$ cat src/rtl/div_pkg.sv
// Shared types for the divide issue/retire controller.
package div_pkg;

  typedef enum logic [1:0] {
    IDLE  = 2'd0,
    BUSY  = 2'd1,
    DONE  = 2'd2,
    ABORT = 2'd3
  } div_state_t;

  localparam int ABORT_CYCLES = 2;

  typedef struct packed {
    logic [31:0] hi;
    logic [31:0] lo;
  } div_result_t;

endpackage

$ cat src/rtl/div_fast_path.sv
// Trivial-divide detection (x/0, x/1, unsigned small/large); exists only when
// DIV_FAST_PATH_EN is defined.
`ifdef DIV_FAST_PATH_EN
module div_fast_path
  import div_pkg::*;
(
  input  logic        sgn,
  input  logic [31:0] op1,
  input  logic [31:0] op2,
  output logic        hit,
  output div_result_t res
);

  always_comb begin
    hit = 1'b0;
    res = '0;
    if (op2 == 32'd0) begin
      hit = 1'b1;
    end else if (op2 == 32'd1) begin
      hit    = 1'b1;
      res.lo = op1;
    end else if (!sgn && (op1 < op2)) begin
      hit    = 1'b1;
      res.hi = op1;
    end
  end

endmodule
`endif

$ cat src/rtl/div_issue.sv
// Divide issue/retire controller between EX and the iterative divider.
// Optional trivial-case bypass enabled by defining DIV_FAST_PATH_EN.
//
// state | meaning
// IDLE  | waiting for a DIV/DIVU in EX
// BUSY  | divider running, start held high until ready
// DONE  | result captured, one-cycle HI/LO write unless flushed
// ABORT | annul held for ABORT_CYCLES so the divider returns to idle
module div_issue
  import div_pkg::*;
(
  input  logic        clk,
  input  logic        rst,
  input  logic        ex_div_valid_i,
  input  logic        ex_signed_i,
  input  logic [31:0] ex_op1_i,
  input  logic [31:0] ex_op2_i,
  input  logic        flush_i,
  output logic        stall_req_o,
  output logic        hilo_we_o,
  output logic [31:0] hi_o,
  output logic [31:0] lo_o,
  output logic        div_start_o,
  output logic        div_annul_o,
  output logic        div_signed_o,
  output logic [31:0] div_op1_o,
  output logic [31:0] div_op2_o,
  input  logic [63:0] div_result_i,
  input  logic        div_ready_i
);

  localparam logic ABORT_LAST = 1'(ABORT_CYCLES - 1);

  div_state_t  state;
  logic        abort_cnt;
  logic        issue;
  logic        fast_hit;
  div_result_t fast_res;
  div_result_t div_res;

`ifdef DIV_FAST_PATH_EN
  div_fast_path u_fast_path (
    .sgn (ex_signed_i),
    .op1 (ex_op1_i),
    .op2 (ex_op2_i),
    .hit (fast_hit),
    .res (fast_res)
  );
`else
  assign fast_hit = 1'b0;
  assign fast_res = '0;
`endif

  assign div_res   = div_result_i;
  assign issue     = (state == IDLE) && ex_div_valid_i && !flush_i;
  assign hilo_we_o = (state == DONE) && !flush_i;

  // A new divide arriving during ABORT must wait until the divider is clean.
  always_comb begin
    stall_req_o = 1'b0;
    case (state)
      IDLE:    stall_req_o = issue;
      BUSY:    stall_req_o = 1'b1;
      DONE:    stall_req_o = 1'b0;
      ABORT:   stall_req_o = ex_div_valid_i;
      default: stall_req_o = 1'b0;
    endcase
  end

  always_ff @(posedge clk or negedge rst) begin
    if (!rst) begin
      state        <= IDLE;
      abort_cnt    <= 1'b0;
      div_start_o  <= 1'b0;
      div_annul_o  <= 1'b0;
      div_signed_o <= 1'b0;
      div_op1_o    <= '0;
      div_op2_o    <= '0;
      hi_o         <= '0;
      lo_o         <= '0;
    end else begin
      case (state)
        IDLE: begin
          if (issue) begin
            div_signed_o <= ex_signed_i;
            div_op1_o    <= ex_op1_i;
            div_op2_o    <= ex_op2_i;
            if (fast_hit) begin
              hi_o  <= fast_res.hi;
              lo_o  <= fast_res.lo;
              state <= DONE;
            end else begin
              div_start_o <= 1'b1;
              state       <= BUSY;
            end
          end
        end
        BUSY: begin
          // Flush wins over a coincident ready: the result is discarded.
          if (flush_i) begin
            div_start_o <= 1'b0;
            div_annul_o <= 1'b1;
            abort_cnt   <= 1'b0;
            state       <= ABORT;
          end else if (div_ready_i) begin
            hi_o        <= div_res.hi;
            lo_o        <= div_res.lo;
            div_start_o <= 1'b0;
            state       <= DONE;
          end
        end
        DONE: begin
          state <= IDLE;
        end
        ABORT: begin
          if (abort_cnt == ABORT_LAST) begin
            div_annul_o <= 1'b0;
            state       <= IDLE;
          end else begin
            abort_cnt <= abort_cnt + 1'b1;
          end
        end
        default: state <= IDLE;
      endcase
    end
  end

endmodule
$ cat config.mk
export PLATFORM = sky130hd
export DESIGN_NAME = div_issue
export DESIGN_NICKNAME = d
export VERILOG_FILES = /design/src/rtl/div_pkg.sv /design/src/rtl/div_fast_path.sv /design/src/rtl/div_issue.sv
export SDC_FILE = /design/constraint.sdc
export NUM_CORES = 1
export LEC_CHECK = 0
export CAP_MARGIN = 25
export CORE_MARGIN = 2
export CORE_UTILIZATION = 35
export DETAILED_ROUTE_END_ITERATION = 8
export DONT_BUFFER_PORTS = 1
export GPL_TIMING_DRIVEN = 0
export SLEW_MARGIN = 20
export SYNTH_ARGS = -nofsm -noshare
export SYNTH_HDL_FRONTEND = slang
export SYNTH_SLANG_ARGS = --single-unit
$ cat constraint.sdc
create_clock -name clk -period 2.6 [get_ports clk]
set_input_delay 0.26 -clock clk [delete_from_list [all_inputs] [get_ports clk]]
set_output_delay 0.26 -clock clk [all_outputs]
set_load 0.02 [all_outputs]
==> results of run 1 <==
[Yosys cell counts]
cell type	instances
dfrtp_1	134
mux2_2	90
mux2_4	39
buf_4	8
nand2_1	7
buf_12	4
o21ai_0	4
a21oi_1	3
nor2_1	2
a22o_1	1
a31o_2	1
and3_1	1
buf_2	1
buf_8	1
clkbuf_1	1
inv_1	1
nor2_4	1
nor3_1	1
or3b_4	1
[per-stage QoR]
| stage | cell area (um2) | hold slack (ns) |
|---|---|---|
| 2_1_floorplan | 5240 | -0.0356 |
| 3_3_place_gp | 5470 | -0.0325 |
| 3_5_place_dp | 5470 | -0.0324 |
[cells by family after synthesis]
group                  count (synthesis)
DFF                                  134
muxes                                129
buffers and inverters                 16
and+or+nand+nor                       13
AOI/OAI and AO/OA                      9
==> out/results.txt, run 1 <==
Status - stopped before the end
Failed at - 4_1_cts
Stop err - [ERROR RSZ-0060] Max buffer count reached.
H-tree levels - 4
Mapped Cells - 301
Initial core utilization - 35.9%
Setup Slack @ Placement - 0.718 ns
Cell row count - 44
Multiplexer share of the synthesized area - 30.5%
Post-synthesis simple-gate area fraction - 1.29%
Post-synthesis share of cell area spent on xor and xnor gates - 0%
Yosys cell types - 19
Num ports - 267
Sequential share of the synthesized area - 64.0%
TritonCTS Buffers - 17
Root buffer cell - clkbuf_16
Post-CTS Setup Repair Bufs - 0
Post-cts sizing count - 0
Syn nets - 435
Detailed Place HPWL - 7480 um
Main combinational cell family by area after synthesis - multiplexers
Top area cells in the synthesized netlist - dfrtp_1 64%, mux2_2 19%, mux2_4 11%
CTS Hold Bufs - 104
Die height - 126 um
Compound-Gate Fraction of Synth Area - 1.00%
GP Congestion - 0.706
Die Width - 126 um
Synth warn - 0
Adder-Cell Fraction of Synth Area - 0%
Share of the synthesized area in the top cell type - 64.0%
Dpl cells - 485
Clock buffer depth - 2
Syn Area/Cell - 17.4 um2
Seq cells post-synth - 134
Port bufs - 0
Mapped Area - 0.00524 mm2
Yosys top cell by area - dfrtp_1
Clock Sink Count - 134
==> inputs of run 2 (changes only) <==
--- a/config.mk
+++ b/config.mk
@@ -7,10 +7,11 @@
 export LEC_CHECK = 0
 export CAP_MARGIN = 25
 export CORE_MARGIN = 2
-export CORE_UTILIZATION = 35
+export CORE_UTILIZATION = 20
 export DETAILED_ROUTE_END_ITERATION = 8
 export DONT_BUFFER_PORTS = 1
 export GPL_TIMING_DRIVEN = 0
+export PLACE_DENSITY_LB_ADDON = 0.15
 export SLEW_MARGIN = 20
 export SYNTH_ARGS = -nofsm -noshare
 export SYNTH_HDL_FRONTEND = slang
==> run 2 against run 1 <==
- the flow now finishes, with violations (negative hold slack)
- synthesized cell count unchanged
- synthesized area unchanged
==> out/results.txt, run 2 <==
Status - finished with violations
Failing checks - negative hold slack
Reg clk slew, reported paths - 0.06 ns
Share of the synthesized area in the top cell type - 64.0% (unchanged)
Fin worst setup slack - 0.673 ns
CP arrival - 1.67 ns
Full die area - 0.0275 mm2
CP Max Fanout - 10
Final TNS setup - 0 ns
Buffers & Inverters on Critical Path - 1
Mapped Area - 0.00524 mm2 (unchanged)
Gr ovfl total - 0
Largest net degree at the start of global routing - 135
DR WL/cell - 15.4 um
Seq cells post-synth - 134 (unchanged)
Most frequent cells in the layout - 134 x dfrtp_1, 129 x dlygate4sd3_1, 90 x mux2_2, 39 x mux2_4, 17 x clkbuf_16
Power density over the cells - 1250 mW/mm2
Detailed-router iteration count before antenna repair - 4
H-tree levels - 4 (unchanged)
DR iter-0 viols - 90
Count leader, synth - dfrtp_1
Max_slew headroom - 52.1%
Register area - 0.00335 mm2
Post-synth EDFFs - 0 (unchanged)
Cell row count - 59 (+34%)
CTS Hold Bufs - 129 (+24%)
Worst path max stage delay - 0.66 ns
Vias/cell - 3.87
Core area - 0.0259 mm2
Clk_lat worst skew - 0.41 ns
Port bufs - 0 (unchanged)
Pleak - 3.17 nW
Peak supply drop - 482 uV
Initial antenna violation count - 1
Clock buffer depth - 2 (unchanged)
Worst-Margin Slew - 0.713 ns
Commonest non-fill, non-tap cell in the layout - dfrtp_1
WP data required - 2.34 ns
CP cell instances - clkbuf_1 > nor3_1
ANT nets after route - 0
Yosys top cell by area - dfrtp_1
Cell family contributing the most delay on the critical path - simple AND/OR/NAND/NOR gates
Clock Sink Count - 134 (unchanged)
Main synth FF type - dfrtp_1
Unrepaired setup endpoints after global routing - false
Yosys cell types - 19 (unchanged)
Layout cells sized above 1 - 38.2%
Type of the worst setup path - reg -> out
Die height - 166 um (+31%)
Mapped Cells - 301 (unchanged)
Fillers - 2575
# nets final - 583
Detailed Route WL - 12300 um
Setup Slack @ Placement - 0.729 ns (+0.0115 ns)
Root buffer cell - clkbuf_16
Worst setup EP type - primary output
First-pass GRT wire length - 20200 um
Period utilisation layout - 74.1%
Post-cts sizing count - 0 (unchanged)
FFs w/ async S/R, synth - 100% (unchanged)
Max Fclk - 519 MHz
Worst min-delay path category - in -> async
Sequential share of the synthesized area - 64.0% (unchanged)
Syn Area/Cell - 17.4 um2 (unchanged)
TritonCTS clock tree - done
Worst r2r src - state[1]$_DFFE_PN0P_
GP Congestion - 0.663 (-6.1%)
Worst clock skew - 0.00660 ns
Synth warn - 0 (unchanged)
Die Width - 166 um (+31%)
Vias in the first global route - 3566
Syn nets - 435 (unchanged)
Setup crit start - state[0]$_DFFE_PN0P_
Most frequent cells after synthesis - 134 x dfrtp_1, 90 x mux2_2, 39 x mux2_4
Initial core utilization - 20.2% (-16 points)
Hold Violations, Final - 134
Multi-input logic area - 0.00172 mm2
Num ports - 267 (unchanged)
Util after Layout - 29.0%
Residual DRC - 0
Top area cells in the synthesized netlist - dfrtp_1 64%, mux2_2 19%, mux2_4 11%
TritonCTS Buffers - 17 (unchanged)
Area grow syn2layout - 43.5%
Max-cap violations - 0
Max-slew violation count - 0
Post-CTS Setup Repair Bufs - 0 (unchanged)
Critical-path top delay cell - nor3_1
Crit path time final - 1.93 ns
CP Launch Type - flop
Detailed Place HPWL - 7900 um (+5.6%)
Vias - 3084
Hold slack - -0.453 ns
GR Util All Layers - 9.39%
Final setup fails - 0
==> run 2: layer usage <==
metal	routed length, um	part of all wire [%]	global-route usage [%]	vias to the layer above
li1	-	-	-	1358
met1	4860	40	10.6	1525
met2	5970	49	15.3	186
met3	1270	10	4.96	15
met4	184	1.5	3.14	0
met5	0	0	0	-
==> run 2: final cells by class <==
| cell class | count | share of cell area, % |
|---|---|---|
| Sequential cell | 134 | 44.6 |
| Antenna cell | 1 | 0.0333 |
| Clock buffer | 18 | 5.71 |
| Multi-Input combinational cell | 151 | 22.9 |
| Tap cell | 335 | 5.58 |
| Buffer | 15 | 2.18 |
| Clock inverter | 13 | 1.80 |
| Inverter | 1 | 0.0499 |
| Timing Repair Buffer | 129 | 17.2 |
==> run 2: worst paths after layout <==
check / depth (start not counted) / end / slack (ns)
setup / recovery: 2 / hilo_we_o / 0.67
hold / removal: 0 / hi_o[6]$_DFFE_PN0P_ / -0.45
setup reg to reg: 5 / lo_o[2]$_DFFE_PN0P_ / 0.76
hold reg to reg: 1 / abort_cnt$_DFFE_PN0P_ / 0.54
max in group asynchronous: 0 / div_op1_o[31]$_DFFE_PN0P_ / 2.90
min in group clk: 2 / abort_cnt$_DFFE_PN0P_ / 0.06
==> run 2: where the power goes <==
| part | internal (W) | switching [W] |
|---|---|---|
| clock network | 0.00140 | 0.000938 |
| logic | 0.00129 | 0.000538 |
| registers | 0.00314 | 0.00210 |
| total | 0.00584 | 0.00357 |
==> run 2: cells by family after synthesis <==
group | synth area share [%]
flip-flops | 64.0
buffers and inverters | 3.20
AO/OA/AOI/OAI | 1.00
AND/OR/NAND/NOR | 1.29
multiplexers | 30.5
==> run 2: stage by stage <==
| stage | cells | power (W) | instance area (um2) |
|---|---|---|---|
| 6_report | 797 | 0.00941 | 7520 |
| 3_5_place_dp | 636 | 0.00697 | 5660 |
| 3_3_place_gp | 636 | 0.00697 | 5660 |
| 2_1_floorplan | 301 | 0.00649 | 5240 |
| 5_1_grt | 797 | 0.00994 | 7520 |
| 4_1_cts | 796 | 0.00956 | 7510 |
Power figures use the tool's default switching activity.
==> inputs of run 3 (changes only) <==
==> constraint.sdc (replaced) <==
create_clock -name clk -period 1.9 [get_ports clk]
set_input_delay 0.19 -clock clk [delete_from_list [all_inputs] [get_ports clk]]
set_output_delay 0.19 -clock clk [all_outputs]
set_load 0.02 [all_outputs]
==> run 3 against run 2 <==
- the flow still finishes with violations (negative hold slack)
- hold slack worse by 0.070 ns
- critical endpoint is now div_op1_o[17]$_DFFE_PN0P_
- clock skew about the same
- register-to-register slack worse by 0.65 ns
- highest routed layer unchanged
- largest power group unchanged
- clock power up 37%
- final area up 0.58%
- first-iteration DRC count up 1.1%
==> out/results.txt, run 3 (same netlist as run 2, synthesis figures left out) <==
Status - finished with violations
Failing checks - negative hold slack
TritonCTS Buffers - 17 (unchanged)
Clk_lat worst skew - 0.41 ns (about the same)
Tot Pwr - 0.0129 W (+37%)
Final Cell Area - 0.00756 mm2 (+0.58%)
Detailed Place HPWL - 7900 um (unchanged)
Hold slack - -0.523 ns (-0.0700 ns)
CP arrival - 2.08 ns (+0.41 ns)
Die Width - 166 um (unchanged)
Commonest non-fill, non-tap cell in the layout - dfrtp_1
Unrepaired setup endpoints after global routing - false
Final TNS setup - 0 ns (unchanged)
Placed instance area - 0.00566 mm2 (unchanged)
Period utilisation layout - 94.1%
CP Max Fanout - 10 (unchanged)
Max-slew violation count - 0 (unchanged)
Power density over the cells - 1710 mW/mm2 (+36%)
Largest net degree at the start of global routing - 135 (unchanged)
Worst setup EP type - flop
Post-CTS Setup Repair Bufs - 0 (unchanged)
H-tree levels - 4 (unchanged)
Max_slew headroom - 68.5% (+16 points)
Worst min-delay path category - in -> async
Clock Sink Count - 134 (unchanged)
Max Fclk - 559 MHz
Type of the worst setup path - reg -> reg
Layout cells sized above 1 - 38.4% (+0.18 points)
Hold Violations, Final - 134 (unchanged)
Initial antenna violation count - 1 (unchanged)
Final setup fails - 0 (unchanged)
GP Congestion - 0.663 (unchanged)
DR WL/cell - 15.4 um (+0.19%)
Die height - 166 um (unchanged)
Clock buffer depth - 2 (unchanged)
Num ports - 267 (unchanged)
Vias in the first global route - 3595 (+0.81%)
Full die area - 0.0275 mm2 (unchanged)
Initial core utilization - 20.2% (unchanged)
Crit path time final - 1.79 ns
Core area - 0.0259 mm2 (unchanged)
Cell row count - 59 (unchanged)
WP data required - 2.19 ns (-0.15 ns)
Vias/cell - 3.88 (+0.34%)
GR Util All Layers - 9.46% (+0.061 points)
# nets final - 586 (+0.51%)
Detailed-router iteration count before antenna repair - 4 (unchanged)
ANT nets after route - 0 (unchanged)
Reg clk slew, reported paths - 0.06 ns (about the same)
First-pass GRT wire length - 20300 um (+0.79%)
Area grow syn2layout - 44.3%
Worst clock skew - 0.00664 ns (+0.0000482 ns)
Detailed Route WL - 12400 um (+0.57%)
TritonCTS clock tree - done
Fillers - 2571 (-0.16%)
Worst-Margin Slew - 0.473 ns (-0.241 ns)
Util after Layout - 29.2% (+0.17 points)
DR iter-0 viols - 91 (+1.1%)
Root buffer cell - clkbuf_16
Setup Slack @ Placement - 0.0293 ns (-0.700 ns)
Peak supply drop - 659 uV (+37%)
CP Launch Type - flop
Max-cap violations - 0 (unchanged)
Pleak - 3.19 nW (+0.40%)
Residual DRC - 0 (unchanged)
Port bufs - 0 (unchanged)
Gr ovfl total - 0 (unchanged)
Fin worst setup slack - 0.111 ns (-0.562 ns)
Vias - 3106 (+0.71%)
CTS Hold Bufs - 132 (+2.3%)
Most frequent cells in the layout - 133 x dfrtp_1, 132 x dlygate4sd3_1, 90 x mux2_2, 39 x mux2_4, 17 x clkbuf_16
run 3: cell count changes in the layout (fill, tap and decap cells not counted):
cell	before	now
dlygate4sd3_1	129	132
buf_12	4	5
buf_2	1	0
buf_8	1	0
clkbuf_4	0	1
dfrtp_1	134	133
dfrtp_2	0	1
nor3_1	1	0
nor3_2	0	1
run 3: per-stage QoR:
stage / hold slack, ns / std cells
floorplan: -0.106 / 301
global placement: -0.102 / 636
detailed placement: -0.103 / 636
CTS: -0.557 / 799
global route: -0.567 / 800
finish: -0.523 / 800
run 3: cell type report:
class	count	area (um2)	share of cell area, %
Sequential cell	134	3350	44.4
Multi-Input combinational cell	151	1720	22.8
Timing Repair Buffer	132	1320	17.5
Clock buffer	18	429	5.68
Tap cell	335	419	5.54
Buffer	15	171	2.27
Clock inverter	13	135	1.79
Inverter	1	3.75	0.0496
Antenna cell	1	2.50	0.0331
run 3: critical path, cell delays in order (launching register included):
cell	delay, ns
dfrtp_2	0.44
or3b_4	0.43
nor2_4	0.15
buf_12	0.17
buf_12	0.16
mux2_4	0.31
run 3: what timing repair did:
item,4_1_cts,5_1_grt
gates resized for setup,1,3
endpoints found under the setup margin,1,92
hold endpoints to repair,268,134
gates cloned,0,0
run 3: power by group:
part	total, W	switching, W	internal, W
registers	0.00717	0.00287	0.00430
logic	0.00253	0.000743	0.00178
clock network	0.00320	0.00128	0.00192
run 3: final timing paths:
check                      depth (start not counted)                   from  slack, ns                   endpoint
min in group clk                                   3                flush_i       0.06       state[0]$_DFFE_PN0P_
max                                                5   state[1]$_DFFE_PN0P_       0.11  div_op1_o[17]$_DFFE_PN0P_
min                                                0                    rst      -0.52        hi_o[6]$_DFFE_PN0P_
max in group asynchronous                          0                    rst       2.27  div_op1_o[31]$_DFFE_PN0P_
max reg2reg                                        5   state[1]$_DFFE_PN0P_       0.11  div_op1_o[17]$_DFFE_PN0P_
min reg2reg                                        1  abort_cnt$_DFFE_PN0P_       0.54      abort_cnt$_DFFE_PN0P_
run 3: layer usage:
layer	part of all wire [%]	wire length, um	track usage, %
met3	10	1270	4.96
met2	49	6030	15.4
met5	0	0	0
met4	1.5	184	3.14
met1	39	4870	10.7
